**src/rtl/truth_table_sweeper.sv**
```systemverilog
// truth_table_sweeper: walks every input vector of a truth table, samples the DUT output after a settle delay and scores it
module truth_table_sweeper #(
  parameter int N_IN = 3,
  parameter int SETTLE_W = 2,
  localparam int T = 2 ** N_IN
) (
  input  logic                clk,
  input  logic                rst_n,
  input  logic                start,
  input  logic                abort,
  input  logic [T-1:0]        expected,
  input  logic [SETTLE_W-1:0] settle,
  input  logic                dut_y,
  output logic [N_IN-1:0]     abc,
  output logic                busy,
  output logic                done,
  output logic                pass,
  output logic [T-1:0]        captured,
  output logic [T-1:0]        fail_mask,
  output logic [N_IN:0]       err_count
);
  localparam logic [1:0] ST_IDLE = 2'd0;
  localparam logic [1:0] ST_WAIT = 2'd1;
  localparam logic [1:0] ST_SAMPLE = 2'd2;
  localparam logic [1:0] ST_DONE = 2'd3;
  logic [1:0] state;
  logic [N_IN-1:0] idx;
  logic [SETTLE_W-1:0] cnt, settle_l;
  logic [T-1:0] exp_l;
  logic mis;
  assign mis = dut_y ^ exp_l[idx];
  // sweep sequencer: abort beats everything except reset, and an aborted sample writes nothing
  always_ff @(posedge clk) begin
    if (!rst_n) begin
      state <= ST_IDLE;
      idx <= '0;
      cnt <= '0;
      settle_l <= '0;
      exp_l <= '0;
      abc <= '0;
      busy <= 1'b0;
      done <= 1'b0;
      pass <= 1'b0;
      captured <= '0;
      fail_mask <= '0;
      err_count <= '0;
    end else if (state != ST_IDLE && abort) begin
      state <= ST_IDLE;
      busy <= 1'b0;
      done <= 1'b0;
      pass <= 1'b0;
    end else begin
      case (state)
        ST_IDLE: begin
          done <= 1'b0;
          if (start && !abort) begin
            exp_l <= expected;
            settle_l <= settle;
            idx <= '0;
            abc <= '0;
            cnt <= settle;
            captured <= '0;
            fail_mask <= '0;
            err_count <= '0;
            pass <= 1'b0;
            busy <= 1'b1;
            state <= ST_WAIT;
          end
        end
        ST_WAIT: begin
          if (cnt == '0) state <= ST_SAMPLE;
          else cnt <= cnt - SETTLE_W'(1);
        end
        ST_SAMPLE: begin
          captured[idx] <= dut_y;
          fail_mask[idx] <= mis;
          err_count <= err_count + (N_IN + 1)'(mis);
          if (idx == N_IN'(T - 1)) state <= ST_DONE;
          else begin
            idx <= idx + N_IN'(1);
            abc <= abc + N_IN'(1);
            cnt <= settle_l;
            state <= ST_WAIT;
          end
        end
        default: begin
          done <= 1'b1;
          busy <= 1'b0;
          pass <= (fail_mask == '0);
          state <= ST_IDLE;
        end
      endcase
    end
  end
endmodule

```
**config.mk**
```make
export PLATFORM = sky130hd
export DESIGN_NAME = truth_table_sweeper
export DESIGN_NICKNAME = d
export VERILOG_FILES = /design/src/rtl/truth_table_sweeper.sv
export SDC_FILE = /design/constraint.sdc
export NUM_CORES = 1
export LEC_CHECK = 0
export BUFFER_PORTS_ARGS = -buffer_cell sky130_fd_sc_hd__clkbuf_2
export CORE_ASPECT_RATIO = 0.75
export CORE_MARGIN = 2
export CORE_UTILIZATION = 55
export CTS_CLUSTER_DIAMETER = 40
export DETAILED_ROUTE_END_ITERATION = 16
export PLACE_DENSITY = 0.81
export RECOVER_POWER = 100
export SYNTH_ARGS = -nofsm -noshare
export SYNTH_HDL_FRONTEND = slang
export SYNTH_SLANG_ARGS = --single-unit
```
**constraint.sdc**
```tcl
create_clock -name clk -period 2.7 [get_ports clk]
set_input_delay 0.405 -clock clk [delete_from_list [all_inputs] [get_ports clk]]
set_output_delay 0.405 -clock clk [all_outputs]
set_load 0.01 [all_outputs]
```
* After elaboration in Yosys (flattened, before gate mapping)
Index checks and enable logic that the tools add are counted.
** Word-level totals
- RAM bits :: 0
- Register bits :: 43
- Input port bits :: 15
- Memory bits (read-only) :: 0
- Word-level logic and storage cells :: 76
- Latch bits :: 0
- Memories kept :: 0
** Cells by class
- Muxes and demuxes :: 29
- Reduce and logical (&&, ||, !) cells :: 18
- Multiply operators :: 0
- Equal/unequal tests :: 7
- Add/subtract/negate cells :: 4
- Order comparisons :: 2
- Bitwise gates (word level) :: 4
- Divide/modulo/power cells :: 0
- Shift operators :: 0
** Operator list (count)
- $pmux W8 S2 :: 2
- $bwmux W8 :: 2
- $mux W2 :: 6
- $pmux W2 S3 :: 2
- $pmux W3 S2 :: 2
- $mux W3 :: 3
- $logic_not A8 Y1 :: 1
- $mux W8 :: 1
- $ne A2 B2 Y1 const B :: 4
- $pmux W4 S2 :: 1
- $add A3 B1 Y3 const B :: 2
- $pmux W1 S2 :: 3
- $reduce_and A3 Y1 :: 2
- $reduce_and A5 Y1 :: 1
- $add A4 B1 Y4 :: 1
- $logic_not A2 Y1 :: 2
- $lt A3 B4 Y1 const B :: 1
- $mux W1 :: 4
- $mux W4 :: 1
- $reduce_and A2 Y1 :: 2
- $reduce_and A4 Y1 :: 1
- $reduce_bool A2 Y1 :: 2
- $reduce_or A2 Y1 :: 2
- $bmux W1 S3 :: 1
- 11 further kinds :: 15

* Logic depth before layout (Yosys ltp)
- Word-level depth :: 6
- Gate-level depth with buffers :: 11

* Worst setup path after synthesis
Ideal clock, no wire load.
- Path type :: register -> register
- Start point :: register idx[0]
- End point :: register err_count[2]
- Arrival time :: 2.035 ns
- Stages on the path, launching flop included :: 11
- Buffers on the path :: 0
- Setup slack :: 0.539 ns
- Setup time :: 0.126 ns
- Required time :: 2.574 ns
- Clock period less this slack :: 2.161 ns
- Cells stage by stage :: dfxtp_1 mux2_1 a211oi_1 o21bai_2 xnor2_2 inv_1 ha_1 ha_1 nand2_1 xor2_1 nor2_1
** Between the ends
- Longest elaborated chain between the ends :: 5
** Ends and longest elaborated chain
- from (decl) :: RTL line 27 : logic [N_IN-1:0] idx;
- from (signal assigned) :: RTL line 80 : idx <= idx + N_IN'(1);
- $bmux W1 S3 :: RTL line 31 : assign mis = dut_y ^ exp_l[idx];
- $mux W1 (implied by the code) :: RTL line 31
- $xor A1 B1 Y1 :: RTL line 31
- $add A4 B1 Y4 :: RTL line 77 : err_count <= err_count + (N_IN + 1)'(mis);
- $pmux W4 S2 :: RTL line 53 : case (state)
- to (signal assigned) :: RTL line 77
- to (decl) :: RTL line 20 : output logic [N_IN:0] err_count
Every way passes these cells. The select of a mux whose other input is x is not followed.
A chain may end at the register's enable or synchronous reset.

* Worst setup path in the final report
- Start point :: register idx[2]
- End point :: register err_count[1]
The elaborated chain is that of the path after synthesis.

==> results.md <==
* Nature of the critical path endpoint: register
* Detail-routed via count per cell at 5.66
* Hold-fix buffers at CTS at 0
* Largest family of logic cells by synthesized area: simple AND/OR/NAND/NOR gates
* IO buf count at 40
* Worst setup margin at 0.351 ns
* DRC viols at 0
* Clock Latency Late Sink at 0.30 ns
* Multi-input gate area at 1190 um^2
* Clk buf depth at 2
* Most common cell in the netlist: dfxtp_1
* Vias in the first global route at 1,686
* Global-route wire length before repair at 8.15 mm
* Final worst-path cycle share at 87.0%
* Worst slack at placement at 0.485 ns
* Clock transition at path regs at 0.09 ns
* Syn_area_per_cell at 9.12 um^2
* EDFF count, synth at 0
* Number of max-cap violations at 0
* Root Driver: clkbuf_8
* Area contributors post-synth: dfxtp_1 (39%), mux2i_1 (6.9%), ha_1 (5.7%)
* Maximum fanout along the worst path at 15
* Total wire length at 4.86 mm
* Core outline area at 3730 um^2
* Final nets at 304
* Worst path arrival time at 2.57 ns
* CTS sink count at 43
* Final core occ at 65.6%
* Setup Viol. Count Final at 0
* Share of cells above drive strength 1 at 10.0%
* Via count at 1,879
* Io pins at 41
* Initial Util at 58.6%
* Largest net degree at the start of global routing at 23
* Slew HR at 37.1%
* ANT nets after route at 0
* CTS HTree Levels at 2
* Max-slew violations at 0
* HPWL after DPL at 3.61 mm
* Placer Congestion at 0.856
* Avg WL per Cell at 14.6 um
* Post-Syn Instances at 240
* Iter 0 DRT Violations at 115
* FF+latch count, synth at 43
* Leakage at 0.960 nW
* Skew final at 0.00932 ns
* Synth area leader: dfxtp_1
* Hold crit path type: input pin to register
* Non-filler cells, final at 332
* Initial antenna violation count at 0
* Post-cts sizing count at 0
* Proportion of synthesized area in mux cells at 7.38%
* Die footprint at 4500 um^2
* Synth unique cells at 47
* Async set-reset flop share out of synthesis at 0%
* Register area at 861 um^2
* DIE HEIGHT at 58.6 um
* Row cnt at 19
* Max Freq at 0.426 GHz
* CP required at 2.93 ns
* Area growth syn-to-layout at 11.9%
* Max VDD drop at 0.402 mV
* Overflow after GRT at 0
* Die X at 76.8 um
* Tmin final at 2.35 ns
* Post-synthesis simple-gate area fraction at 22.2%
* PD cells at 638 nW/um^2
* # fillers at 339
* Setup Buffers After CTS at 0
* Synth Area in Adders at 5.72%
* Top FF cell, synth: dfxtp_1
* Worst Path Class, Setup: register to register
* Seq/Total Area, Yosys at 39.3%
* Placed Area at 2430 um^2
* Post-Syn Area at 2190 um^2
* Ant. Diodes at 0
* Design Area, Final at 2450 um^2
* Final Hold Fails at 0
* CTS buffer count at 5
* Yosys warns at 0
* Slew of the pin with the lowest slew margin at 0.944 ns
* TritonCTS clock tree: done
* Critical path launch point type: register
* Inst Count DP at 324
* Commonest cells post-synth: dfxtp_1 (43), nor2b_1 (20), nand2_1 (19)
* Synth Net Count at 265
* Share of the synthesized area in the top cell type at 39.3%
* Drt pass-1 iters at 4
* Status: finished, final reports clean
* GRT Util Overall at 23.2%
* RSZ-0062 raised after global routing: false
* Synth Area in Compound Gates at 17.9%
* Setup TNS at 0 ns
* Post-synthesis xor/xnor area fraction at 2.34%
## layer usage
metal  GRT usage [%]  vias to the layer above  share of wire (%)  wire, um
met5               0                        -                  0         0
met4            7.53                        0               0.76        37
met3            7.36                        4                8.2       400
met2            34.1                       63                 43      2070
met1            32.6                      878                 48      2350
li1                -                      934                  -         -
## worst paths after layout
path                       end  cells past startpoint   startpoint  slack, ns
hold / removal        exp_l[2]                      3  expected[2]       0.35
hold reg to reg    captured[3]                      2  captured[3]       0.48
setup reg to reg  err_count[1]                      9       idx[2]       0.35
setup / recovery  err_count[1]                      9       idx[2]       0.35
## state kept, by name, indices dropped and copies added (netlist names)
name,count
pass,1
idx,3
fail_mask,8
abc,3
busy,1
captured,8
settle_l,2
cnt,2
exp_l,8
done,1
err_count,4
state,2
## stage by stage
stage	total power [mW]	hold WS, ns
2_1_floorplan	1.07	0.477
3_3_place_gp	1.17	0.466
3_5_place_dp	1.18	0.468
4_1_cts	1.58	0.349
5_1_grt	1.67	0.368
6_report	1.56	0.355
## worst max-delay path, cell delays in order, from the launching register on
cell and delay (ns):
dfxtp_1 0.60, and2b_1 0.29, a221oi_1 0.36, o21bai_2 0.12
xnor2_2 0.15, inv_1 0.06, ha_1 0.19, ha_1 0.27
nand3_1 0.06, a21boi_1 0.19
## power breakdown
part	switching, mW	leakage [nW]	internal (mW)
Combinational	0.267	0.564	0.177
Clock	0.220	0.0477	0.177
Sequential	0.0370	0.348	0.684
## area by class of cell
class	instances	area share, %
clock inverter	3	0.613
tap	52	2.66
timing repair buffer	46	8.38
multi-input combinational	172	48.7
sequential	43	35.2
clock buffer	5	2.81
inverter	11	1.69
## cells by family after synthesis
kind of cell    count (synthesis)
compound gates                 52
xor+xnor                        5
fa+ha+maj                      10
buf+inv                        25
flops                          43
mux                            16
simple gates                   89
## cell usage in the layout (no fill, tap or decap), types with 4 or more instances in the layout
cell      instances
ha_1             10
buf_4             4
clkbuf_2         14
inv_1            11
nand3_1          11
dfxtp_1          43
xor2_1            4
a22oi_1           5
o221ai_1          4
clkbuf_8          5
o21ai_0           7
and2_0            6
nor2_1           11
mux2i_1          15
nor2b_1          20
clkbuf_1         28
a21oi_1           9
nand2_1          19
nand4_1           4
(Power assumes the default switching activity.)
